==> src/rtl/key_conditioner.sv <==
// Conditions four raw lane buttons into synchronous, debounced levels,
// one-cycle press/release pulses and a saturating total-press counter.
module key_conditioner #(
  parameter int unsigned DEBOUNCE_CYCLES = 1000000,
  parameter int unsigned CNT_W           = 20,
  parameter bit          KEY_ACTIVE_LOW  = 1'b0
) (
  input  logic        clk,
  input  logic        rst,
  input  logic [3:0]  key_raw,
  output logic [3:0]  key_level,
  output logic [3:0]  key_press,
  output logic [3:0]  key_release,
  output logic [15:0] press_count
);

  localparam logic [CNT_W-1:0] LAST = CNT_W'(DEBOUNCE_CYCLES - 1);

  logic [3:0]       k;
  logic [3:0]       sync1;
  logic [3:0]       sync2;
  logic [CNT_W-1:0] cnt      [4];
  logic [CNT_W-1:0] cnt_next [4];
  logic [3:0]       level_next;
  logic [3:0]       press_next;
  logic [3:0]       release_next;
  logic [2:0]       n_press;
  logic [16:0]      sum;
  logic [15:0]      count_next;

  // Polarity is corrected ahead of the first synchronizer flop.
  assign k = key_raw ^ {4{KEY_ACTIVE_LOW}};

  always_comb begin
    level_next   = key_level;
    press_next   = '0;
    release_next = '0;
    for (int unsigned i = 0; i < 4; i++) begin
      cnt_next[i] = '0;
      if (sync2[i] != key_level[i]) begin
        if (cnt[i] == LAST) begin
          level_next[i]   = sync2[i];
          press_next[i]   = sync2[i];
          release_next[i] = ~sync2[i];
        end else begin
          cnt_next[i] = cnt[i] + CNT_W'(1);
        end
      end
    end
  end

  // Sum carried to 17 bits so any overflow clamps instead of wrapping.
  always_comb begin
    n_press = '0;
    for (int unsigned i = 0; i < 4; i++) begin
      n_press = n_press + 3'(press_next[i]);
    end
    sum        = {1'b0, press_count} + 17'(n_press);
    count_next = sum[16] ? '1 : sum[15:0];
  end

  always_ff @(posedge clk or posedge rst) begin
    if (rst) begin
      sync1       <= '0;
      sync2       <= '0;
      key_level   <= '0;
      key_press   <= '0;
      key_release <= '0;
      press_count <= '0;
      for (int unsigned i = 0; i < 4; i++) begin
        cnt[i] <= '0;
      end
    end else begin
      sync1       <= k;
      sync2       <= sync1;
      key_level   <= level_next;
      key_press   <= press_next;
      key_release <= release_next;
      press_count <= count_next;
      for (int unsigned i = 0; i < 4; i++) begin
        cnt[i] <= cnt_next[i];
      end
    end
  end

endmodule

==> config.mk <==
export PLATFORM = sky130hd
export DESIGN_NAME = key_conditioner
export DESIGN_NICKNAME = d
export VERILOG_FILES = /design/src/rtl/key_conditioner.sv
export SDC_FILE = /design/constraint.sdc
export NUM_CORES = 1
export LEC_CHECK = 0
export CAP_MARGIN = 20
export CORE_MARGIN = 2
export CORE_UTILIZATION = 45
export CTS_BUF_LIST = sky130_fd_sc_hd__clkbuf_8
export CTS_CLUSTER_SIZE = 10
export DETAILED_ROUTE_END_ITERATION = 10
export GPL_ROUTABILITY_DRIVEN = 0
export HOLD_SLACK_MARGIN = 0.08
export PLACE_DENSITY = 0.75
export SETUP_SLACK_MARGIN = 0.5
export SKIP_CTS_REPAIR_TIMING = 1
export SYNTH_ARGS = -nofsm -noshare
export SYNTH_HDL_FRONTEND = slang
export SYNTH_SLANG_ARGS = --single-unit
export TNS_END_PERCENT = 1
==> constraint.sdc <==
create_clock -name clk -period 4.24 [get_ports clk]
set_clock_uncertainty 0.15 [all_clocks]
set_input_delay 0.848 -clock clk [delete_from_list [all_inputs] [get_ports clk]]
set_output_delay 0.848 -clock clk [all_outputs]
set_load 0.02 [all_outputs]
==> out/metrics.yaml <==
cp.required_ps: 4400
synth_most_common_cell: "dfrtp_1"
synth-async-reset-ratio_pct: 100
insertion_delay_ps: 430
cp-end-kind: "flip-flop"
fin_tns_setup_ps: 0
critical_path_class: "reg2reg"
crit_path_start_kind: "flip-flop"
max-vdd-ir-drop_mv: 0.171
worstPathMaxFanout: 4
drc: 0
dpl_worst_slack_ps: -129
die-area_um2: 13100
clkTransAtPathRegs_ps: 60
viasPerCell: 5.57
clkPwrFrac_pct: 49.0
period_share_pct: 94.3
area_growth_pct: 18.8
placementRows: 40
relSlewSlack_pct: 43.5
multi_input_area_um2: 2540
die_x_um: 114
synth_ff_type: "dfrtp_1"
p_sw_w: 0.000489
grt_max_degree: 69
regToRegSetupSlack_ps: 240
regArea_um2: 2900
final_util_pct: 54.5
synth_cells: 533
setup_viol: 0
p_leak_nw: 2.77
yosysTopAreaCellShare_pct: 52.9
place_area_um2: 6030
maxSlewViolCount: 0
synth_common_cells: "116 x dfrtp_1, 64 x nor2_1, 42 x nand2_1"
synth-edff-count: 0
num_vias: 4130
crit_arrival_ps: 4150
drive_above_1_share_pct: 10.3
final_cell_area_um2: 6520
maxCapViolations: 0
core-area_um2: 12000
cts_sinks: 116
cts_tree: "built"
ys_types: 50
die_h_um: 114
min_period_ps: 4000
syn_nets: 547
cts_root_buffer: "clkbuf_8"
wl_mm: 11.1
grt_pass1_vias: 4066
portBuffers: 33
nets: 596
hold_viol_final: 0
avgSynthCellArea_um2: 10.3
antenna_found_initial: 0
drtIter0Drc: 232
switching_share_pct: 20.8
status: "complete, no violations"
ys_warn_count: 0
hold_class: "reg2reg"
seqPwrFrac_pct: 48.3
grt_pass1_wl_mm: 18.9
synth_top_cell_by_area: "dfrtp_1"
io_pins: 34
pwr_density_cell_nw_per_um2: 360
fmax_mhz: 250
final.fill_count: 1011
synth_area_um2: 5490
cts.path.max_buffers: 2
timing.hold.ws_ps: 208
drt_pass1_iterations: 5
htree_levels: 4
grt_util_all_layers_pct: 18.0
tightest_slew_ps: 848
setup_ws_ps: 242
dp_hpwl_mm: 7.40
initial_utilization_pct: 45.9
synth.area.top_cells: "dfrtp_1 53%, xnor2_1 5.3%, xor2_1 4.9%, nor2_1 4.4%, nand2_1 2.9%"
antennaDiodeCount: 0
power_frac_comb_pct: 2.7
ys_ff_latch: 116
rsz0062_at_grt: "true"
power.internal_w: 0.00186
cts_made_buffers: 17
antenna_left: 0
route.detailed.wl_per_inst_um: 14.9
grt_overflow_total: 0
yosysSeqAreaShare_pct: 52.9
-- stage by stage --
step | total power [W] | instances
2_1_floorplan | 0.00119 | 533
3_3_place_gp | 0.00122 | 708
3_5_place_dp | 0.00122 | 710
4_1_cts | 0.00237 | 742
5_1_grt | 0.00243 | 742
6_report | 0.00235 | 742
-- power by group through the flow --
stage / Combinational (W) / Clock [W] / Sequential, W
after floorplan: 0.0000435 / 0 / 0.00115
after global placement: 0.0000612 / 0 / 0.00115
after detailed placement: 0.0000644 / 0 / 0.00115
after CTS: 0.0000651 / 0.00117 / 0.00113
after global routing: 0.0000726 / 0.00122 / 0.00114
final: 0.0000636 / 0.00115 / 0.00114
-- worst max-delay path, stage by stage, from the launching register on --
cell and delay [ps]:
dfrtp_1 370, or4_1 550, or4_4 580, or2_4 280, nor3b_4 220, fa_1 450
inv_1 80, fa_1 190, inv_1 60, fa_2 370, and4_2 290, nand2_1 90
xor2_1 150, nand2_1 60
-- worst paths after layout --
check | start | endpoint | cells past startpoint
max in group asynchronous | rst | cnt[45] | 3
max reg2reg | cnt[27] | press_count[6] | 13
min in group asynchronous | rst | cnt[35] | 3
min | sync1[0] | sync2[0] | 0
min reg2reg | sync1[0] | sync2[0] | 0
max | cnt[27] | press_count[6] | 13
-- cells by family (layout without fill, tap and decap cells) --
| kind of cell | after synthesis | after routing | share of synthesized area, % |
|---|---|---|---|
| and+or+nand+nor | 263 | 263 | 25.6 |
| DFF | 116 | 116 | 52.9 |
| xor gates and xnor gates | 64 | 64 | 10.2 |
| AOI/OAI and AO/OA | 53 | 53 | 6.18 |
| buffers and inverters | 23 | 85 | 1.69 |
| adders and majority gates | 8 | 8 | 2.23 |
| muxes | 6 | 6 | 1.25 |
-- sequential cells by signal, indices dropped and copies added (netlist names) --
| register | flops |
|---|---|
| cnt | 80 |
| key_press | 4 |
| sync2 | 4 |
| key_release | 4 |
| key_level | 4 |
| sync1 | 4 |
| press_count | 16 |
-- layer usage --
| layer | vias up | part of all wire, % | GRT usage, % |
|---|---|---|---|
| li1 | 1991 | - | - |
| met1 | 2027 | 48 | 24.4 |
| met5 | - | 0 | 0 |
| met3 | 11 | 4.3 | 4.76 |
| met4 | 0 | 1.3 | 6.10 |
| met2 | 101 | 47 | 28.1 |
-- layout make-up --
type | count | area share, %
clock buffer | 19 | 4.01
sequential | 116 | 44.5
tap | 147 | 2.82
inverter | 12 | 0.748
multi-input combinational | 394 | 38.9
timing repair buffer | 41 | 6.10
clock inverter | 13 | 2.88
-- cell usage in the layout (no fill, tap or decap), drive strengths merged, types with 2 or more instances in the layout --
master         instances
a21oi                 18
a31oi                  3
and2                   4
and3                  18
and4                   6
buf                    8
bufinv                 5
clkbuf                19
clkdlybuf4s50         33
clkinv                 6
dfrtp                116
fa                     3
ha                     5
inv                   13
mux2                   4
mux2i                  2
nand2                 42
nand3                 31
nand3b                 2
nand4                 20
nand4b                 3
nor2                  64
nor2b                  2
nor3                  12
nor3b                  9
nor4                  14
o21ai                 18
o31ai                  8
or2                    2
or3                   18
or4                   11
xnor2                 33
xor2                  31
(Power assumes the default switching activity.)
